File: src/rtl/multicycle_control.sv
// ---------------------------------------------------------------------------
// multicycle_control
//
// Sequencing FSM for a multi-cycle RISC-V style datapath. Each instruction
// passes through IF -> ID -> EX [-> MEM] [-> WB]. The opcode is latched in
// ID, and every datapath enable and mux select is derived from the current
// state and that latched opcode. Data memory accesses wait on a
// variable-latency ready handshake that has a bounded timeout. Retired
// instructions are counted.
//
// Ports
//   clk_i          clock, rising edge
//   rst_i          synchronous active-high reset
//   start_i        run enable (sampled in IDLE and on the retiring cycle)
//   Op_i[6:0]      opcode field of the instruction register
//   Zero_i         ALU zero flag (branch decision)
//   mem_ready_i    data memory completed the current access
//   PCWrite_o      PC load enable
//   PCSrc_o        PC mux select: 0 = pc+4, 1 = branch target
//   IRWrite_o      instruction register load enable
//   RegWrite_o     register-file write enable
//   MemRead_o      data memory read request
//   MemWrite_o     data memory write request
//   MemtoReg_o     writeback select: 0 = ALU, 1 = memory
//   ALUSrc_o       ALU B select: 0 = rs2, 1 = immediate
//   ALUOp_o[1:0]   10 = R-type, 01 = branch compare, 00 = add
//   state_o[2:0]   current state code
//   instr_count_o  retired-instruction count (wraps)
//   illegal_o      sticky: unsupported opcode decoded
//   timeout_o      sticky: memory wait timed out
// ---------------------------------------------------------------------------
module multicycle_control #(
   parameter int MEM_TIMEOUT = 15,
   parameter int CNT_W       = 32
) (
   input  logic             clk_i,
   input  logic             rst_i,
   input  logic             start_i,
   input  logic [6:0]       Op_i,
   input  logic             Zero_i,
   input  logic             mem_ready_i,
   output logic             PCWrite_o,
   output logic             PCSrc_o,
   output logic             IRWrite_o,
   output logic             RegWrite_o,
   output logic             MemRead_o,
   output logic             MemWrite_o,
   output logic             MemtoReg_o,
   output logic             ALUSrc_o,
   output logic [1:0]       ALUOp_o,
   output logic [2:0]       state_o,
   output logic [CNT_W-1:0] instr_count_o,
   output logic             illegal_o,
   output logic             timeout_o
);

   typedef enum logic [2:0] {
      S_IDLE = 3'd0,
      S_IF   = 3'd1,
      S_ID   = 3'd2,
      S_EX   = 3'd3,
      S_MEM  = 3'd4,
      S_WB   = 3'd5,
      S_ERR  = 3'd6
   } state_t;

   localparam logic [6:0] OP_R      = 7'b0110011;
   localparam logic [6:0] OP_I      = 7'b0010011;
   localparam logic [6:0] OP_LOAD   = 7'b0000011;
   localparam logic [6:0] OP_STORE  = 7'b0100011;
   localparam logic [6:0] OP_BRANCH = 7'b1100011;

   // The final allowed wait cycle: the counter starts at 0 on MEM entry, so
   // MEM_TIMEOUT cycles without ready end with the counter at MEM_TIMEOUT-1.
   localparam logic [7:0] WAIT_LAST = 8'(MEM_TIMEOUT - 1);

   state_t           state_reg, state_next;
   logic [6:0]       op_reg;
   logic [7:0]       wait_cnt_reg;
   logic [CNT_W-1:0] instr_count_reg;
   logic             illegal_reg;
   logic             timeout_reg;

   logic is_r, is_i, is_ld, is_st, is_br, id_legal;
   logic retire, set_ill, set_to, clr_wait, inc_wait;

   // Class of the latched instruction (valid from EX onward)
   assign is_r  = (op_reg == OP_R);
   assign is_i  = (op_reg == OP_I);
   assign is_ld = (op_reg == OP_LOAD);
   assign is_st = (op_reg == OP_STORE);
   assign is_br = (op_reg == OP_BRANCH);

   // Legality of the opcode being decoded right now (used in ID only)
   assign id_legal = (Op_i == OP_R) || (Op_i == OP_I) || (Op_i == OP_LOAD) ||
                     (Op_i == OP_STORE) || (Op_i == OP_BRANCH);

   always_comb begin
      state_next = state_reg;
      PCWrite_o  = 1'b0;
      PCSrc_o    = 1'b0;
      IRWrite_o  = 1'b0;
      RegWrite_o = 1'b0;
      MemRead_o  = 1'b0;
      MemWrite_o = 1'b0;
      MemtoReg_o = 1'b0;
      ALUSrc_o   = 1'b0;
      ALUOp_o    = 2'b00;
      retire     = 1'b0;
      set_ill    = 1'b0;
      set_to     = 1'b0;
      clr_wait   = 1'b0;
      inc_wait   = 1'b0;

      // ALU controls are held for the whole execute/memory/writeback span
      if (state_reg == S_EX || state_reg == S_MEM || state_reg == S_WB) begin
         ALUSrc_o = is_i | is_ld | is_st;
         ALUOp_o  = is_r ? 2'b10 : (is_br ? 2'b01 : 2'b00);
      end

      case (state_reg)
         S_IDLE: begin
            if (start_i) state_next = S_IF;
         end
         S_IF: begin
            IRWrite_o  = 1'b1;
            state_next = S_ID;
         end
         S_ID: begin
            state_next = id_legal ? S_EX : S_ERR;
            set_ill    = ~id_legal;
         end
         S_EX: begin
            if (is_br) begin
               PCWrite_o = 1'b1;
               PCSrc_o   = Zero_i;
               retire    = 1'b1;
            end else if (is_ld || is_st) begin
               clr_wait   = 1'b1;
               state_next = S_MEM;
            end else begin
               state_next = S_WB;
            end
         end
         S_MEM: begin
            MemRead_o  = is_ld;
            MemWrite_o = is_st;
            // Ready has priority over a timeout firing in the same cycle
            if (mem_ready_i) begin
               if (is_st) begin
                  PCWrite_o = 1'b1;
                  retire    = 1'b1;
               end else begin
                  state_next = S_WB;
               end
            end else begin
               inc_wait = 1'b1;
               if (wait_cnt_reg == WAIT_LAST) begin
                  state_next = S_ERR;
                  set_to     = 1'b1;
               end
            end
         end
         S_WB: begin
            RegWrite_o = 1'b1;
            MemtoReg_o = is_ld;
            PCWrite_o  = 1'b1;
            retire     = 1'b1;
         end
         S_ERR: begin
            state_next = S_ERR;
         end
         default: begin
            state_next = S_IDLE;
         end
      endcase

      // A retiring instruction either chains into the next fetch or parks
      if (retire) state_next = start_i ? S_IF : S_IDLE;
   end

   always_ff @(posedge clk_i) begin
      if (rst_i) begin
         state_reg       <= S_IDLE;
         op_reg          <= 7'd0;
         wait_cnt_reg    <= 8'd0;
         instr_count_reg <= '0;
         illegal_reg     <= 1'b0;
         timeout_reg     <= 1'b0;
      end else begin
         state_reg <= state_next;
         if (state_reg == S_ID) op_reg <= Op_i;
         if (clr_wait)      wait_cnt_reg <= 8'd0;
         else if (inc_wait) wait_cnt_reg <= wait_cnt_reg + 8'd1;
         if (retire)  instr_count_reg <= instr_count_reg + CNT_W'(1);
         if (set_ill) illegal_reg <= 1'b1;
         if (set_to)  timeout_reg <= 1'b1;
      end
   end

   assign state_o       = state_reg;
   assign instr_count_o = instr_count_reg;
   assign illegal_o     = illegal_reg;
   assign timeout_o     = timeout_reg;

endmodule

File: config.mk
export PLATFORM = sky130hd
export DESIGN_NAME = multicycle_control
export DESIGN_NICKNAME = d
export VERILOG_FILES = /design/src/rtl/multicycle_control.sv
export SDC_FILE = /design/constraint.sdc
export NUM_CORES = 1
export LEC_CHECK = 0
export ABC_CLOCK_PERIOD_IN_PS = 3800
export CAP_MARGIN = 20
export CORE_MARGIN = 1.5
export CORE_UTILIZATION = 30
export DETAILED_ROUTE_END_ITERATION = 16
export PLACE_DENSITY = 0.5
export SETUP_SLACK_MARGIN = 0.05
export SLEW_MARGIN = 20
export SYNTH_ARGS = -nofsm -noshare
export SYNTH_HDL_FRONTEND = slang
export SYNTH_SLANG_ARGS = --single-unit
export TNS_END_PERCENT = 50
File: constraint.sdc
create_clock -name clk_i -period 3.8 [get_ports clk_i]
set_input_delay 0.57 -clock clk_i [delete_from_list [all_inputs] [get_ports clk_i]]
set_output_delay 0.57 -clock clk_i [all_outputs]
set_load 0.02 [all_outputs]
## Word level (Yosys, flattened, before mapping)

Cells that the tools add are included.

| storage, ports and cells | value |
|---|---|
| word-level logic and storage cells | 77 |
| bits of input ports | 12 |
| flip-flop bits (word level) | 52 |
| output and inout port bits | 47 |

| operators by class | value |
|---|---|
| muxes and demuxes | 34 |
| reductions and logical operators | 10 |
| $add $sub $neg | 2 |
| equality and inequality tests | 22 |
| bitwise gates (word level) | 3 |

Operator list:

| kind | count |
|---|---|
| adder 32 x 1 -> 32 bit (second input constant) | 1 |
| == test 7 x 6 -> 1 bit (second input constant) | 4 |
| 2-to-1 mux 1 bit | 23 |
| 2-to-1 mux 3 bit | 7 |
| case mux 3 bit (7 select lines) | 1 |
| == test 7 x 2 -> 1 bit (second input constant) | 2 |
| == test 7 x 5 -> 1 bit (second input constant) | 2 |
| == test 7 bit (second input constant) | 2 |
| == test 3 bit (second input constant) | 3 |
| adder 8 x 1 -> 8 bit (second input constant) | 1 |
| == test 8 x 4 -> 1 bit (second input constant) | 1 |
| logical OR 1 bit | 7 |
| == test 3 x 2 -> 1 bit (second input constant) | 2 |
| != test 3 bit (second input constant) | 2 |
| AND reduction 5 bit | 1 |
| 2-to-1 mux 2 bit | 2 |
| != test 4 x 3 -> 1 bit (second input constant) | 1 |
| != test 4 bit (second input constant) | 1 |
| == test 3 x 1 -> 1 bit (second input constant) | 1 |
| zero test 3 bit | 1 |
| case mux 1 bit (3 select lines) | 1 |
| != test 2 bit (second input constant) | 1 |
| OR 1 bit | 2 |
| OR reduction 2 bit | 1 |
| inverter 1 bit | 1 |

## Longest topological paths before layout

Gate-level depths: netlist (run 1).

| depth | value |
|---|---|
| depth after elaboration | 8 |
| depth in mapped cells | 8 |
| depth with buffers taken out | 6 |

## Least setup slack after synthesis (run 1)

No wires, ideal clock.

| timing path | value |
|---|---|
| kind | register to output |
| start | reg op_reg[3] |
| end | out MemWrite_o |
| setup slack | 1.508 ns |
| cell stages (with the launch flop) | 5 |
| data arrival time | 1.722 ns |
| cells stage by stage | dfxtp_1 > nand4bb_1 > or3_1 > clkbuf_1 > nor4b_1 |

| between the ends | value |
|---|---|
| longest elaborated chain between the ends | 2 |

Ends and longest elaborated chain:

| element | RTL line | text |
|---|---|---|
| start, declared | 78 | `logic [6:0] op_reg;` |
| start signal, assigned | 192 | `if (state_reg == S_ID) op_reg <= Op_i;` |
| == test 7 x 6 -> 1 bit | 91 | `assign is_st = (op_reg == OP_STORE);` |
| 2-to-1 mux 1 bit | 121 | `case (state_reg)` |
| end, declared | 47 | `output logic MemWrite_o,` |

No other way between the ends.

## Final worst setup path (run 1)

| timing path | value |
|---|---|
| start | reg state_reg[0], in the netlist state_o[0] |
| end | out PCWrite_o |

| between the ends | value |
|---|---|
| longest elaborated chain between the ends | 2 |
| elaborated cells on any way between the ends | 4 |
| classes of those cells | eq/ne: 3; mux: 1 |

Ends and longest elaborated chain:

| element | RTL line | text |
|---|---|---|
| start, declared | 77 | `state_t state_reg, state_next;` |
| start signal, assigned | 191 | `state_reg <= state_next;` |
| == test 3 bit / == test 3 x 2 -> 1 bit (equally long branches) | 121 |  |
| case mux 1 bit (3 select lines) (*) | 121 |  |
| end, declared | 42 | `output logic PCWrite_o,` |

Mark *: on every way between the ends. The rest lies on a longest branch, timed or not.

==> flow_summary.json, run 1 <==
{
  "status": "complete, no violations",
  "synth_top_area_share": 0.390,
  "place_area_um2": 3310,
  "synth_adder_area_share": 0.0141,
  "clk_pin_slew_ns": 0.09,
  "place.gp.congestion": 0.723,
  "syn_nets": 324,
  "synthToLayoutAreaGrowth_pct": 27.9,
  "clockRootBuffer": "clkbuf_8",
  "die_h_um": 97.3,
  "powerDensity_nw_per_um2": 376,
  "port_buffers": 58,
  "drive_above_1_share": 0.0503,
  "worst_ep_arrival_time_ns": 2.62,
  "pin_count": 59,
  "avgSynthCellArea_um2": 8.64,
  "wl_per_cell_um": 14.2,
  "whs_path_depth": 2,
  "critPathLaunch": "state_o[0]",
  "yosysMostFrequentCell": "dfxtp_1",
  "cts_tree": "built",
  "core_area_um2": 8680,
  "synth_compound_area_frac": 0.173,
  "synth-seq-area-share": 0.390,
  "clk_latency_ns": 0.30,
  "synth.area.top_cells": "dfxtp_1, nor2_1, xnor2_1",
  "row_count": 34,
  "drv_slew": 0,
  "cp-start-kind": "flop",
  "netlist_area_um2": 2670,
  "synth_top_family_by_area": "simple AND/OR/NAND/NOR gates",
  "power_frac_comb": 0.214,
  "rsz0062_at_grt": "false",
  "grt_pass1_vias": 2278,
  "path_class": "flop to primary output",
  "grt_pass1_wl_um": 10900,
  "min-delay-start": "illegal_o",
  "reg2reg_from": "state_o[0]",
  "drc": 0,
  "synthCells": 309,
  "yosysWarnings": 0,
  "cts_hold_buf": 0,
  "final_area_um2": 3410,
  "vias": 2440,
  "hold_path_class": "flop to flop",
  "dr.pass1.iters": 4,
  "synth-main-ff-cell": "dfxtp_1",
  "synthMuxAreaShare": 0.0300,
  "power.switching_mw": 0.387,
  "switching_share": 0.301,
  "dieArea_um2": 9470,
  "cellLeakagePower_nw": 1.05,
  "finalCritPeriodShare": 0.838,
  "postCtsSetupRepairBufs": 0,
  "setup_violations": 0,
  "antenna_found_initial": 0,
  "final_nets": 374,
  "synth_seq_cells": 52,
  "cellInternalPower_mw": 0.898,
  "synth-simple-area-share": 0.270,
  "grt_util_all_layers": 0.139,
  "required_ns": 3.23,
  "worstPathMaxFanout": 14,
  "n_antenna_cell": 0,
  "grt_remaining_overflow": 0,
  "clock-sinks": 52,
  "fin_skew_ns": 0.0108,
  "ant_nets": 0,
  "cts-resized-gates": 0,
  "clock_power_share": 0.286,
  "max-vdd-ir-drop_mv": 0.217,
  "r2r_cells": 5,
  "grt_max_degree": 46,
  "die_x_um": 97.3,
  "routed_wl_um": 6630,
  "async_flop_share": 0,
  "synth_edf_count": 0,
  "pwr-share-seq": 0.500,
  "cap_viol_max_count": 0,
  "max_freq_mhz": 314,
  "period_minus_slack_ns": 3.19,
  "report.final.hold_viol_count": 0,
  "numCtsBuffers": 5,
  "tns_ns": 0,
  "synth_xor_area_frac": 0.0689,
  "hpwl_um": 4630,
  "synth.top_cells.by_count": "dfxtp_1, nor2_1, a21oi_1",
  "htree_levels": 2,
  "viasPerCell": 5.24,
  "relSlewSlack": 0.529,
  "cts.path.max_buffers": 2,
  "largest_reg_flops": 32,
  "endpoint_kind": "primary output",
  "drt_iter0_markers": 100,
  "ys_types": 51,
  "initial_core_util": 0.308,
  "worst_pin_slew_ns": 0.706,
  "yosys.area.top_type": "dfxtp_1",
  "rrSetupSlack_ns": 1.22
}
path summary, 6_finish.rpt:
path,end
min reg2reg,illegal_o
min,illegal_o
max,PCWrite_o
max reg2reg,instr_count_o[31]
placed cells by master (no fill, tap or decap), types with 6 or more instances in the layout:
master            n
a2111oi_0         8
a21oi_1          22
clkdlybuf4s50_1  58
dfxtp_1          52
inv_1            13
mux2i_1           8
nand2_1          16
nand3_1          11
nand4_1           8
nor2_1           38
o21ai_0           6
o31ai_1          13
or4_1            14
xnor2_1          13
xor2_1            8
through the flow:
stage	utilization	hold slack [ns]	setup WS [ns]	total power [mW]	std cells
6_report	0.393	0.478	0.614	1.28	466
5_1_grt	0.393	0.508	0.451	1.35	466
4_1_cts	0.393	0.485	0.592	1.30	466
3_5_place_dp	0.382	0.462	0.623	0.930	460
3_3_place_gp	0.382	0.448	0.671	0.927	460
2_1_floorplan	-	0.467	1.51	0.843	309
cells by family (layout without fill, tap and decap cells):
group / Yosys count / in the layout
XOR/XNOR: 21 / 21
AO/OA/AOI/OAI: 67 / 67
AND/OR/NAND/NOR: 126 / 126
flip-flops: 52 / 52
adder cells (fa/ha/maj): 3 / 3
multiplexers: 8 / 8
buffers and inverters: 32 / 81
power groups by stage:
stage                     Clock (mW)  Sequential [mW]  Combinational, mW
final                          0.368            0.642              0.275
after detailed placement           0            0.654              0.276
after CTS                      0.382            0.641              0.277
after floorplan                    0            0.637              0.207
after global routing           0.403            0.651              0.299
after global placement             0            0.653              0.274
critical path: stages (launching register included):
cell	delay, ns
dfxtp_1	0.65
and3b_1	0.39
nand2_2	0.22
a21oi_2	0.37
clkdlybuf4s50_1	0.68
per-layer routing:
layer,GRT usage,wire length [um]
met5,0,0
met4,0.0527,89
met3,0.0374,300
met2,0.220,2930
met1,0.179,3310
cell type report:
| type | instances | area, um^2 |
|---|---|---|
| timing repair buffer | 61 | 603 |
| fill | 881 | 5270 |
| sequential | 52 | 1040 |
| multi-input combinational | 225 | 1480 |
| clock buffer | 5 | 68.8 |
| tap | 108 | 135 |
| inverter | 14 | 52.6 |
| clock inverter | 1 | 30.0 |
No activity file was read; power rests on OpenSTA's default activity.
==> run 2: changes to the inputs <==
--- a/config.mk
+++ b/config.mk
@@ -5,12 +5,12 @@
 export SDC_FILE = /design/constraint.sdc
 export NUM_CORES = 1
 export LEC_CHECK = 0
-export ABC_CLOCK_PERIOD_IN_PS = 3800
+export ABC_CLOCK_PERIOD_IN_PS = 2700
 export CAP_MARGIN = 20
 export CORE_MARGIN = 1.5
 export CORE_UTILIZATION = 30
 export DETAILED_ROUTE_END_ITERATION = 16
-export PLACE_DENSITY = 0.5
+export PLACE_DENSITY = 0.52
 export SETUP_SLACK_MARGIN = 0.05
 export SLEW_MARGIN = 20
 export SYNTH_ARGS = -nofsm -noshare
==> constraint.sdc (replaced) <==
create_clock -name clk_i -period 2.7 [get_ports clk_i]
set_input_delay 0.405 -clock clk_i [delete_from_list [all_inputs] [get_ports clk_i]]
set_output_delay 0.405 -clock clk_i [all_outputs]
set_load 0.02 [all_outputs]
==> run 2 against run 1 <==
  * Sequential share of layout area decreased by 0.43 points
  * Combinational power increased by 65%
  * Utilization increased by 0.61 points
  * Sequential cell count unchanged
  * Worst hold slack improved by 0.0086 ns
  * Die area unchanged
  * Sequential power increased by 37%
  * Worst setup slack got worse by 0.47 ns
  * Critical path depth increased by 1
  * Cell count increased by 1.9%
  * Highest routed layer unchanged
==> flow_summary.json, run 2 (same netlist as run 1, synthesis figures left out) <==
{
  "die_x_um": 97.3,
  "routed_wl_um": 6480,
  "worstPathMaxFanout": 7,
  "cellLeakagePower_nw": 1.10,
  "cts_tree": "built",
  "hold_path_class": "flop to flop",
  "cts_hold_buf": 0,
  "fin_util": 0.399,
  "tns_ns": 0,
  "max-vdd-ir-drop_mv": 0.264,
  "grt_remaining_overflow": 0,
  "power.switching_mw": 0.557,
  "synthToLayoutAreaGrowth_pct": 29.9,
  "fin_cells": 475,
  "antenna_found_initial": 0,
  "switching_share": 0.311,
  "grt_pass1_vias": 2278,
  "clk_pin_slew_ns": 0.09,
  "drive_above_1_share": 0.0763,
  "fin_skew_ns": 0.00908,
  "final_nets": 381,
  "grt_util_all_layers": 0.140,
  "finalCritPeriodShare": 0.945,
  "ant_nets": 0,
  "initial_core_util": 0.308,
  "path_class": "input pin to primary output",
  "cap_viol_max_count": 0,
  "powerDensity_nw_per_um2": 518,
  "endpoint_kind": "primary output",
  "period_minus_slack_ns": 2.55,
  "rrSetupSlack_ns": 0.47,
  "power_mw": 1.79,
  "grt_max_degree": 46,
  "rsz0062_at_grt": "true",
  "mostFrequentLayoutCell": "clkdlybuf4s50_1",
  "max_freq_mhz": 392,
  "clockRootBuffer": "clkbuf_8",
  "worst_pin_slew_ns": 0.637,
  "n_antenna_cell": 0,
  "place.gp.congestion": 0.842,
  "drv_slew": 0,
  "clock-sinks": 52,
  "final_cell_mix": "clkdlybuf4s50_1, dfxtp_1, nor2_1",
  "pwr-share-seq": 0.489,
  "wl_per_cell_um": 13.6,
  "pin_count": 59,
  "grt_pass1_wl_um": 11000,
  "relSlewSlack": 0.574,
  "row_count": 34,
  "clock_power_share": 0.259,
  "largest_reg_flops": 32,
  "status": "complete, no violations",
  "drc": 0,
  "nFillCells": 900,
  "cellInternalPower_mw": 1.24,
  "core_area_um2": 8680,
  "seq_area_um2": 1040,
  "power_frac_comb": 0.252,
  "multi_input_area_um2": 1480,
  "postCtsSetupRepairBufs": 0,
  "dr.pass1.iters": 4,
  "cts.path.max_buffers": 2,
  "dp.cells": 467,
  "worst_ep_arrival_time_ns": 2.15,
  "hpwl_um": 4710,
  "setup_violations": 0,
  "clk_latency_ns": 0.30,
  "port_buffers": 58,
  "htree_levels": 2,
  "cp-start-kind": "input pin",
  "vias": 2419,
  "numCtsBuffers": 5,
  "report.final.hold_viol_count": 0,
  "required_ns": 2.30,
  "drt_iter0_markers": 101,
  "viasPerCell": 5.09,
  "dieArea_um2": 9470,
  "die_h_um": 97.3
}
==> run 2: cell types whose count changed in the layout (fill, tap and decap cells not counted), sizes merged <==
| cell | delta |
|---|---|
| buf | +7 |
| dlymetal6s2s | +1 |
| clkdlybuf4s50 | -1 |
| clkbuf | +2 |
| clkinvlp | +1 |
| bufinv | -1 |
==> run 2: layer usage <==
metal / track usage / vias to the layer above / share of wire
li1: - / 1254 / -
met1: 0.181 / 1112 / 0.49
met2: 0.224 / 48 / 0.44
met3: 0.0410 / 5 / 0.053
met4: 0.0462 / 0 / 0.015
met5: 0 / - / 0
==> run 2: cell type report <==
cell class / count / area share
Multi-Input combinational cell: 225 / 0.428
Sequential cell: 52 / 0.301
Timing Repair Buffer: 68 / 0.190
Tap cell: 108 / 0.0390
Clock buffer: 7 / 0.0249
Inverter: 14 / 0.0152
Clock inverter: 1 / 0.00217
==> run 2: final timing paths <==
path,start,endpoint,depth (start not counted)
worst min-delay path,illegal_o,illegal_o,2
worst max register to register,state_o[2],instr_count_o[25],5
worst max-delay path,mem_ready_i,PCWrite_o,5
worst min register to register,illegal_o,illegal_o,2
==> run 2: repair_timing <==
item,4_1_cts,5_1_grt
gates resized for setup,1,2
cloned,0,0
setup endpoints to repair,2,4
==> run 2: worst max-delay path: stages <==
cell and delay (ns):
clkdlybuf4s50_1 0.57, nand2b_4 0.07, a21o_1 0.27, a21oi_2 0.21
clkdlybuf4s50_1 0.62
==> run 2: power by group through the flow <==
stage,clock (mW),combinational (mW),sequential [mW]
5_1_grt,0.513,0.487,0.885
3_5_place_dp,0,0.453,0.894
3_3_place_gp,0,0.447,0.894
2_1_floorplan,0,0.291,0.896
6_report,0.464,0.453,0.877
4_1_cts,0.489,0.454,0.878
==> run 2: per-stage QoR <==
stage          setup WS [ns]  hold WS [ns]  instance area [um^2]
6_report               0.148         0.486                  3470
2_1_floorplan          0.573         0.467                  2670
3_3_place_gp           0.125         0.456                  3370
3_5_place_dp          0.0906         0.475                  3370
4_1_cts               0.0603         0.493                  3460
5_1_grt               0.0259         0.526                  3470
==> run 3: changes to the inputs <==
--- a/config.mk
+++ b/config.mk
@@ -5,7 +5,6 @@
 export SDC_FILE = /design/constraint.sdc
 export NUM_CORES = 1
 export LEC_CHECK = 0
-export ABC_CLOCK_PERIOD_IN_PS = 2700
 export CAP_MARGIN = 20
 export CORE_MARGIN = 1.5
 export CORE_UTILIZATION = 30
==> results of run 3 <==
Final layout, timing and power as in run 2 (identical DEF).
